File: src/rtl/ula_pkg.sv
// Shared definitions for the ALU arbiter: opcode constants, opcode legality
// and the arbiter FSM state encoding.
package ula_pkg;

    localparam logic [4:0] OP_NOP  = 5'b00000;
    localparam logic [4:0] OP_ADD  = 5'b00100;
    localparam logic [4:0] OP_SUB  = 5'b00101;
    localparam logic [4:0] OP_MUL  = 5'b00110;
    localparam logic [4:0] OP_DIV  = 5'b00111;
    localparam logic [4:0] OP_AND  = 5'b01000;
    localparam logic [4:0] OP_NAND = 5'b01001;
    localparam logic [4:0] OP_OR   = 5'b01010;
    localparam logic [4:0] OP_XOR  = 5'b01011;
    localparam logic [4:0] OP_CMP  = 5'b01100;
    localparam logic [4:0] OP_NOT  = 5'b01101;

    typedef enum logic [1:0] {
        OCIOSO   = 2'd0,
        EXECUTA  = 2'd1,
        RESPONDE = 2'd2
    } estado_t;

    function automatic logic op_legal(input logic [4:0] op);
        return (op >= OP_ADD) && (op <= OP_NOT);
    endfunction

endpackage

File: src/rtl/arbitro_rr2.sv
// Two-way round-robin picker: on a tie the requester that did not win last
// time is chosen. Purely combinational; the caller owns the ultimo register.
module arbitro_rr2 (
    input  logic req0,
    input  logic req1,
    input  logic ultimo,
    output logic vencedor,
    output logic tem_vencedor
);

    always_comb begin
        tem_vencedor = req0 | req1;
        if (req0 && req1) begin
            vencedor = ~ultimo;
        end else begin
            vencedor = req1;
        end
    end

endmodule

File: src/rtl/ula_arbitro.sv
// Shares one combinational ALU between the control unit (0) and the
// auxiliary/DMA path (1): arbitrate, execute for one cycle, return result.
module ula_arbitro
    import ula_pkg::*;
#(
    parameter int LARGURA = 8,
    parameter int OP_W    = 5
) (
    input  logic               clk,
    input  logic               rst,
    input  logic               req0,
    input  logic [OP_W-1:0]    op0,
    input  logic [LARGURA-1:0] a0,
    input  logic [LARGURA-1:0] b0,
    output logic               gnt0,
    output logic               valido0,
    input  logic               req1,
    input  logic [OP_W-1:0]    op1,
    input  logic [LARGURA-1:0] a1,
    input  logic [LARGURA-1:0] b1,
    output logic               gnt1,
    output logic               valido1,
    output logic [LARGURA-1:0] ula_a,
    output logic [LARGURA-1:0] ula_b,
    output logic [OP_W-1:0]    ula_sel,
    input  logic [LARGURA-1:0] ula_saida,
    input  logic               ula_carry,
    output logic [LARGURA-1:0] resultado,
    output logic               carry,
    output logic               zero,
    output logic               erro,
    output logic               ocupado
);

    estado_t            estado, proximo;
    logic               ultimo;
    logic               dono;
    logic               vencedor, tem_vencedor;
    logic               concede;
    logic [OP_W-1:0]    op_lat;
    logic [LARGURA-1:0] a_lat, b_lat;
    logic               legal, div_zero;

    arbitro_rr2 u_rr (
        .req0        (req0),
        .req1        (req1),
        .ultimo      (ultimo),
        .vencedor    (vencedor),
        .tem_vencedor(tem_vencedor)
    );

    assign legal    = op_legal(op_lat);
    assign div_zero = (op_lat == OP_DIV) && (b_lat == '0);
    assign concede  = (estado == OCIOSO) && tem_vencedor;

    always_comb begin
        proximo = estado;
        gnt0    = 1'b0;
        gnt1    = 1'b0;
        valido0 = 1'b0;
        valido1 = 1'b0;
        ula_a   = '0;
        ula_b   = '0;
        ula_sel = OP_NOP;
        case (estado)
            OCIOSO: begin
                if (tem_vencedor) begin
                    gnt0    = ~vencedor;
                    gnt1    = vencedor;
                    proximo = EXECUTA;
                end
            end
            EXECUTA: begin
                ula_a   = a_lat;
                ula_b   = b_lat;
                // an illegal opcode never reaches the ALU
                ula_sel = legal ? op_lat : OP_NOP;
                proximo = RESPONDE;
            end
            RESPONDE: begin
                valido0 = ~dono;
                valido1 = dono;
                proximo = OCIOSO;
            end
            default: proximo = OCIOSO;
        endcase
    end

    assign ocupado = (estado != OCIOSO);

    always_ff @(posedge clk) begin
        if (rst) begin
            estado    <= OCIOSO;
            ultimo    <= 1'b1;
            dono      <= 1'b0;
            resultado <= '0;
            carry     <= 1'b0;
            zero      <= 1'b1;
            erro      <= 1'b0;
        end else begin
            estado <= proximo;
            if (concede) begin
                ultimo <= vencedor;
                dono   <= vencedor;
            end
            if (estado == EXECUTA) begin
                if (!legal || div_zero) begin
                    resultado <= '0;
                    carry     <= 1'b0;
                    zero      <= 1'b1;
                    erro      <= 1'b1;
                end else begin
                    resultado <= ula_saida;
                    carry     <= ((op_lat == OP_ADD) || (op_lat == OP_MUL)) ? ula_carry : 1'b0;
                    zero      <= (ula_saida == '0);
                    erro      <= 1'b0;
                end
            end
        end
    end

    // operand latches are pure data and need no reset
    always_ff @(posedge clk) begin
        if (concede) begin
            op_lat <= vencedor ? op1 : op0;
            a_lat  <= vencedor ? a1 : a0;
            b_lat  <= vencedor ? b1 : b0;
        end
    end

endmodule
File: config.mk
export PLATFORM = sky130hd
export DESIGN_NAME = ula_arbitro
export DESIGN_NICKNAME = d
export VERILOG_FILES = /design/src/rtl/ula_pkg.sv /design/src/rtl/arbitro_rr2.sv /design/src/rtl/ula_arbitro.sv
export SDC_FILE = /design/constraint.sdc
export NUM_CORES = 1
export LEC_CHECK = 0
export BUFFER_PORTS_ARGS = -buffer_cell sky130_fd_sc_hd__clkbuf_2
export CAP_MARGIN = 0
export CORE_MARGIN = 10
export CORE_UTILIZATION = 45
export DETAILED_ROUTE_END_ITERATION = 12
export GPL_ROUTABILITY_DRIVEN = 0
export PLACE_DENSITY_LB_ADDON = 0.12
export RECOVER_POWER = 100
export SETUP_SLACK_MARGIN = 0.4
export SLEW_MARGIN = 30
export SYNTH_ARGS = -nofsm -noshare
export SYNTH_HDL_FRONTEND = slang
export SYNTH_HIERARCHICAL = 1
export SYNTH_SLANG_ARGS = --single-unit
File: constraint.sdc
create_clock -name clk -period 3.15 [get_ports clk]
set_input_delay 0.315 -clock clk [delete_from_list [all_inputs] [get_ports clk]]
set_output_delay 0.315 -clock clk [all_outputs]
set_load 0.1 [all_outputs]
After elaboration in Yosys (flattened, before gate mapping)
Index checks and enable logic that the tools add are counted.
{"block": "word_totals", "output_inout_bits": 37, "inputBits": 55, "romBits": 0, "ram_bits": 0, "latch_bits": 0, "memories": 0, "wordCells": 54, "reg_bits": 36}
{"block": "classes", "n_eq_ne": 6, "add_sub_neg": 0, "reduce_logical": 11, "shifts": 0, "muxes": 21, "bitwise_logic": 4, "div": 0, "mul": 0, "magnitude_cmp": 2}
{"cell": "8-bit 2-to-1 mux", "count": 5}
{"cell": "8-bit logical NOT", "count": 2}
{"cell": "5-bit by 3-bit == test with 1-bit output (second input constant)", "count": 3}
{"cell": "5-bit 2-to-1 mux", "count": 3}
{"cell": "1-bit 2-to-1 mux", "count": 11}
{"cell": "5-bit by 3-bit >= comparator with 1-bit output (second input constant)", "count": 1}
{"cell": "5-bit by 4-bit less-or-equal comparator with 1-bit output (second input constant)", "count": 1}
{"cell": "1-bit logical AND", "count": 4}
{"cell": "2-bit case mux with 2 select lines", "count": 1}
{"cell": "1-bit inverter", "count": 3}
{"cell": "2-bit by 1-bit == test with 1-bit output (second input constant)", "count": 1}
{"cell": "2-bit == test (second input constant)", "count": 1}
{"cell": "2-bit logical NOT", "count": 1}
{"cell": "1-bit logical OR", "count": 2}
{"cell": "2-bit 2-to-1 mux", "count": 1}
{"cell": "2-bit inequality test (second input constant)", "count": 1}
{"cell": "2-bit nonzero test", "count": 1}
{"cell": "1-bit logical NOT", "count": 1}
{"cell": "1-bit OR", "count": 1}

Logic depth before layout (Yosys ltp)
Gate-level depths: netlist of the first run.
{"block": "depth", "depth_word": 5, "ltp_mapped": 4}

By module
Netlist of the first run, hierarchy kept.
{"mod": "ula_arbitro", "cells_each": 138, "seq_area_each_um2": 930.9, "instances": 1, "area_per_inst_um2": 1699.1}
{"mod": "arbitro_rr2", "cells_each": 2, "seq_area_each_um2": 0.0, "instances": 1, "area_per_inst_um2": 13.8}

Least setup slack after synthesis of the first run
Ideal clock, no wire load.
{"block": "synth_timing", "path_kind": "register -> output", "from": "register op_lat[2]", "to": "output ula_sel[3]", "path_slack_ps": -908, "arrival_ps": 3743, "required_time_ps": 2835, "stages_incl_launch_ff": 3, "n_path_buf": 0, "cell_sequence": "edfxtp_1 -> and2_2 -> nor4b_1"}
{"block": "synth_via", "elab_chain_cells": 4, "elab_cells_between_ends": 5, "cone_classes": "2 x order compare; 2 x mux; 1 x reduce/logical"}
{"item": "start: declaration", "line_no": "ula_arbitro.sv:40", "source": "logic [OP_W-1:0] op_lat;"}
{"item": "start signal: assignment", "line_no": "ula_arbitro.sv:125", "source": "op_lat <= vencedor ? op1 : op0;"}
{"item": "5-bit by 3-bit >= comparator with 1-bit output or 5-bit by 4-bit less-or-equal comparator with 1-bit output (tied branches)", "line_no": "ula_pkg.sv:24", "source": "return (op >= OP_ADD) && (op <= OP_NOT);"}
{"item": "1-bit logical AND (*)", "line_no": "ula_pkg.sv:24"}
{"item": "5-bit 2-to-1 mux (*)", "line_no": "ula_arbitro.sv:77", "source": "ula_sel = legal ? op_lat : OP_NOP;"}
{"item": "5-bit 2-to-1 mux (*)", "line_no": "ula_arbitro.sv:65", "source": "case (estado)"}
{"item": "end: declaration", "line_no": "ula_arbitro.sv:25", "source": "output logic [OP_W-1:0] ula_sel,"}
Every way passes the cells marked *; elsewhere a longest branch is shown, timed or not.

Worst setup path in the final report of the first run
{"block": "layout_timing", "from": "register op_lat[2]", "to": "output ula_sel[0]"}
Same word-level chain as after synthesis.

==> results of run 1 <==
==> power by group <==
group	internal, mW	leakage, nW	total, mW	switching [mW]
combinational	0.0958	0.567	0.417	0.321
clock	0.155	0.0422	0.305	0.150
sequential	0.553	0.328	0.577	0.0239
==> area by class of cell <==
class,count,area share
Timing Repair Buffer,92,0.189
Tap cell,48,0.0268
Inverter,3,0.00502
Sequential cell,36,0.415
Clock inverter,1,0.00223
Clock buffer,7,0.0340
Multi-Input combinational cell,94,0.328
==> path summary, 6_finish.rpt <==
path                            cells after the start                start  slack [ns]                  end
worst max-delay path                                4  op_lat[2]$_DFFE_PP_        0.51           ula_sel[0]
worst min-delay path                                3            ula_carry        0.30   carry$_SDFFE_PP0N_
worst max register to register                      3  ultimo$_SDFFE_PP1P_        1.06  op_lat[3]$_DFFE_PP_
worst min register to register                      2   carry$_SDFFE_PP0N_        0.45   carry$_SDFFE_PP0N_
==> metrics by stage <==
| stage | instances | hold slack (ns) | power [mW] | utilization | instance area (sq um) |
|---|---|---|---|---|---|
| CTS | 281 | 0.283 | 1.33 | 0.629 | 2300 |
| floorplan | 140 | 0.394 | 0.925 | - | 1720 |
| global route | 281 | 0.319 | 1.37 | 0.613 | 2240 |
| global placement | 273 | 0.443 | 1.01 | 0.606 | 2220 |
| finish | 281 | 0.296 | 1.30 | 0.613 | 2240 |
| detailed placement | 273 | 0.454 | 1.02 | 0.606 | 2220 |
==> flip-flops by register name, summed over array words and instances (netlist names), 2 cells and up <==
name / count
a_lat: 8
b_lat: 8
resultado: 8
op_lat: 5
estado: 2
==> critical path, cell delays in order, from the launching register on <==
cell      delay, ns
edfxtp_1       0.42
and2_2         0.24
a211oi_4       0.28
and3_2         0.23
clkbuf_1       0.87
==> kinds of logic (layout without fill, tap and decap cells) <==
family	count (synthesis)	count (layout)	share of synthesized area
AOI/OAI and AO/OA	8	8	0.0416
muxes	29	29	0.185
and+or+nand+nor	56	56	0.202
buffers and inverters	10	103	0.0263
other	1	1	0.00219
DFF	36	36	0.543
==> layout by cell type, fill, tap and decap left out, types with 2 or more instances in the layout <==
cell	n
nor3_1	8
and2_2	2
a21oi_1	5
nand2_1	4
nor4b_2	2
inv_1	3
clkbuf_8	5
and2_1	14
and2_0	2
mux2i_1	8
and3_2	3
clkbuf_1	33
dfxtp_1	15
edfxtp_1	21
mux2_2	20
nor3b_2	2
nand3_1	2
nor4_1	3
clkbuf_2	60
nor2_1	6
==> layer usage <==
metal | share of wire | routed length (microns) | vias to the layer above | track usage
met2 | 0.49 | 2150 | 53 | 0.222
met1 | 0.38 | 1660 | 653 | 0.136
met3 | 0.12 | 512 | 4 | 0.0819
li1 | - | - | 683 | -
met4 | 0.0057 | 25 | 0 | 0.0306
met5 | 0 | 0 | - | 0
==> results.json, run 1 <==
{
  "dieWidth_microns": 81.7,
  "vias": 1393,
  "syn_nets": 195,
  "synth_warnings": 6,
  "synth_top_area_cell": "edfxtp_1",
  "clk_latency_ns": 0.28,
  "drt-pass1-iter-count": 4,
  "cts_tree": "yes",
  "dieArea_sq_um": 6670,
  "gr-total-overflow": 0,
  "viasPerCell": 4.96,
  "synth_top_area_frac": 0.368,
  "hpwl_mm": 3.54,
  "drc": 0,
  "numPortBuffers": 90,
  "power_density_nw_per_um2": 579,
  "cts-buffers-inserted": 5,
  "syn2layout_area_growth_pct": 31.0,
  "period_needed_ns": 2.64,
  "ioPinCount": 92,
  "ir_drop_v": 0.000285,
  "synthArstFlopShare": 0,
  "n_antenna_cell": 0,
  "period_share": 0.839,
  "dp_slack_ns": 1.06,
  "cap_violations": 0,
  "antenna_found_initial": 0,
  "synth.area.top_cells": "edfxtp_1 37%, dfxtp_1 18%, mux2_2 14%, and2_1 5.8%, mux2i_1 4.7%",
  "arrival_ns": 2.33,
  "status": "complete, no violations",
  "multi_input_area_sq_um": 737,
  "synth_area_sq_um": 1710,
  "routed_wl_mm": 4.35,
  "ctsResizeCount": 0,
  "cts_buffer_depth": 2,
  "synth-seq-area-share": 0.543,
  "drv_slew": 0,
  "synthFlopType": "edfxtp_1",
  "regArea_sq_um": 931,
  "clk_pin_slew_ns": 0.07,
  "start_kind": "register",
  "fp.dieH_microns": 81.7,
  "core_area_sq_um": 3660,
  "setup_viol": 0,
  "post_cts_buffers": 0,
  "drive_above_1_share": 0.416,
  "final_nets": 287,
  "tightestPinTransition_ns": 1.21,
  "ys_types": 34,
  "cts.sinks": 36,
  "hold_viol": 0,
  "synthCells": 140,
  "crit_path_end_kind": "output pin",
  "setup_slack_ns": 0.509,
  "cp.required_ns": 2.83,
  "cts-root-buf": "clkbuf_8",
  "synth_common_cells": "21 x edfxtp_1, 21 x mux2_2, 16 x and2_1",
  "fillCellCount": 354,
  "synth_edf_count": 21,
  "cts_htree_levels": 2,
  "first_global_vias": 1482,
  "wire_per_inst_microns": 15.5,
  "fin_worst_skew_ns": 0.00632,
  "drtIter0Drc": 81,
  "critPathMaxFanout": 5,
  "setup_tns_ns": 0,
  "rows": 22,
  "hold_buffers": 0,
  "groute.usage.overall": 0.131,
  "syn_area_per_cell_sq_um": 12.2,
  "timing.fmax_ghz": 0.379,
  "relSlewSlack": 0.196,
  "grt_pass1_wl_mm": 6.80,
  "grt_max_degree": 23,
  "synth_seq_cells": 36,
  "rsz0062_at_grt": "false",
  "start_util": 0.468,
  "p_leak_nw": 0.937,
  "crit_type": "register to output pin",
  "hold_class": "input port to register",
  "antenna_left": 0
}
Power figures use the tool's default switching activity.
==> run 2, diff against run 1 <==
--- a/config.mk
+++ b/config.mk
@@ -8,7 +8,7 @@
 export BUFFER_PORTS_ARGS = -buffer_cell sky130_fd_sc_hd__clkbuf_2
 export CAP_MARGIN = 0
 export CORE_MARGIN = 10
-export CORE_UTILIZATION = 45
+export CORE_UTILIZATION = 40
 export DETAILED_ROUTE_END_ITERATION = 12
 export GPL_ROUTABILITY_DRIVEN = 0
 export PLACE_DENSITY_LB_ADDON = 0.12
==> constraint.sdc (replaced) <==
create_clock -name clk -period 2.38 [get_ports clk]
set_input_delay 0.238 -clock clk [delete_from_list [all_inputs] [get_ports clk]]
set_output_delay 0.238 -clock clk [all_outputs]
set_load 0.1 [all_outputs]
==> results.json, run 2 (synthesis results as in run 1) <==
{
  "status": "complete, no violations",
  "hpwl_mm": 3.84,
  "p_sw_mw": 0.695,
  "hold_depth": 3,
  "cts_htree_levels": 2,
  "hold_start": "ula_carry",
  "ir_drop_v": 0.000398,
  "rsz0062_at_grt": "false",
  "top_regs": "a_lat: 8 flops, b_lat: 8 flops, resultado: 8 flops",
  "grt_pass1_wl_mm": 7.49,
  "numPortBuffers": 90,
  "gr-total-overflow": 0,
  "fp.dieH_microns": 85.4,
  "start_kind": "register",
  "cts_tree": "yes",
  "clk_pin_slew_ns": 0.07,
  "cts.sinks": 36,
  "first_global_vias": 1557,
  "crit_type": "register to output pin",
  "antenna_left": 0,
  "hold_viol": 0,
  "clockPowerShare": 0.243,
  "critPathSlowestCell": "clkbuf_2",
  "rows": 23,
  "start_util": 0.419,
  "viasPerCell": 4.98,
  "cts-buffers-inserted": 5,
  "cts_buffer_depth": 2,
  "cap_violations": 0,
  "fin_worst_skew_ns": 0.00625,
  "routed_wl_mm": 4.80,
  "cpPeakStageDelay_ns": 0.45,
  "drtIter0Drc": 47,
  "tightestPinTransition_ns": 1.20,
  "groute.usage.overall": 0.129,
  "hold_end": "carry$_SDFFE_PP0N_",
  "pwr-share-comb": 0.348,
  "setup_viol": 0,
  "ioPinCount": 92,
  "cts-root-buf": "clkbuf_8",
  "p_leak_nw": 1.07,
  "cp_num_buf_inv": 3,
  "cp_top_family": "buffers and inverters",
  "core_area_sq_um": 4090,
  "finalPower_mw": 1.86,
  "intPower_mw": 1.17,
  "final_nets": 289,
  "drive_above_1_share": 0.506,
  "period_share": 0.857,
  "period_needed_ns": 2.04,
  "crit_path_end_kind": "output pin",
  "critPathMaxFanout": 23,
  "layout_commonest_cell": "clkbuf_2",
  "drv_slew": 0,
  "hold_class": "input port to register",
  "crit_chain": "a21boi_0, buf_6, nand3_1, inv_1, clkbuf_2",
  "r2r_start": "estado[0]$_SDFFE_PP0P_",
  "whs_ns": 0.226,
  "swShare": 0.373,
  "cp.required_ns": 2.14,
  "wire_per_inst_microns": 16.8,
  "grt_max_degree": 24,
  "clk_latency_ns": 0.29,
  "arrival_ns": 1.80,
  "hold_buffers": 0,
  "drt-pass1-iter-count": 4,
  "dieWidth_microns": 85.4,
  "vias": 1419,
  "antenna_found_initial": 0,
  "relSlewSlack": 0.204,
  "seqPwrFrac": 0.409,
  "finish.utilization": 0.635,
  "timing.fmax_ghz": 0.490,
  "dieArea_sq_um": 7300,
  "syn2layout_area_growth_pct": 51.4,
  "reg2reg_depth": 4,
  "power_density_nw_per_um2": 719,
  "n_antenna_cell": 0,
  "r2r-end": "resultado[1]$_SDFFE_PP0N_",
  "drc": 0,
  "final_cell_mix": "58 x clkbuf_2, 21 x mux2_2, 21 x edfxtp_1",
  "r2r_setup_slack_ns": 0.43
}
-- run 2: cell count changes in the layout (fill, tap and decap cells not counted), sizes merged --
cell,delta
buf,+20
inv,+1
clkbuf,-18
clkinv,-1
-- run 2: worst reg2reg max path, cell delays in order (launching register included) --
cell and delay, ns:
dfxtp_1 0.40, and2b_1 0.53, clkbuf_1 0.55, mux2i_1 0.28, nor3_1 0.06
-- run 2: routing by layer --
| layer | GRT usage | vias to the layer above | part of all wire |
|---|---|---|---|
| li1 | - | 692 | - |
| met1 | 0.127 | 657 | 0.37 |
| met2 | 0.213 | 60 | 0.50 |
| met3 | 0.0765 | 10 | 0.12 |
| met4 | 0.0599 | 0 | 0.018 |
| met5 | 0 | - | 0 |
-- run 2: power groups by stage --
stage	sequential (mW)	combinational [mW]	clock [mW]
2_1_floorplan	0.854	0.372	0
6_report	0.764	0.648	0.453
3_5_place_dp	0.777	0.658	0
5_1_grt	0.772	0.680	0.493
4_1_cts	0.764	0.661	0.467
3_3_place_gp	0.773	0.647	0
-- run 2: metrics by stage --
step	area [sq um]	cells	TNS, ns	worst slack [ns]
final	2590	285	0	0.341
after global routing	2590	285	0	0.203
after CTS	2620	284	0	0.413
after detailed placement	2520	276	0	0.633
after global placement	2520	276	0	0.710
after floorplan	1730	140	-0.205	-0.205
-- run 2: worst max-delay path by stage --
stage | startpoint | to | slack (ns) | cells past startpoint
floorplan | op_lat[2]$_DFFE_PP_ | ula_sel[3] | -0.21 | 2
global placement | req1 | gnt1 | 0.71 | 6
detailed placement | req1 | gnt1 | 0.63 | 6
CTS | op_lat[2]$_DFFE_PP_ | ula_sel[1] | 0.41 | 4
global route | ultimo$_SDFFE_PP1P_ | gnt1 | 0.20 | 5
finish | ultimo$_SDFFE_PP1P_ | gnt1 | 0.34 | 5
-- run 2: area by class of cell --
cell class              count  area, sq um
clock buffers               7         86.3
clock inverters             1         6.26
fillers                   347         1490
inverters                   3         11.3
multi-input cells          94          751
flip-flops and latches     36          931
well taps                  50         62.6
repair buffers             94          746
-- run 2: timing repair --
action                                  in CTS  in global routing
setup buffers                                0                  1
gates resized for setup                      3                  2
pin swaps                                    1                  1
endpoints found under the setup margin       5                  5
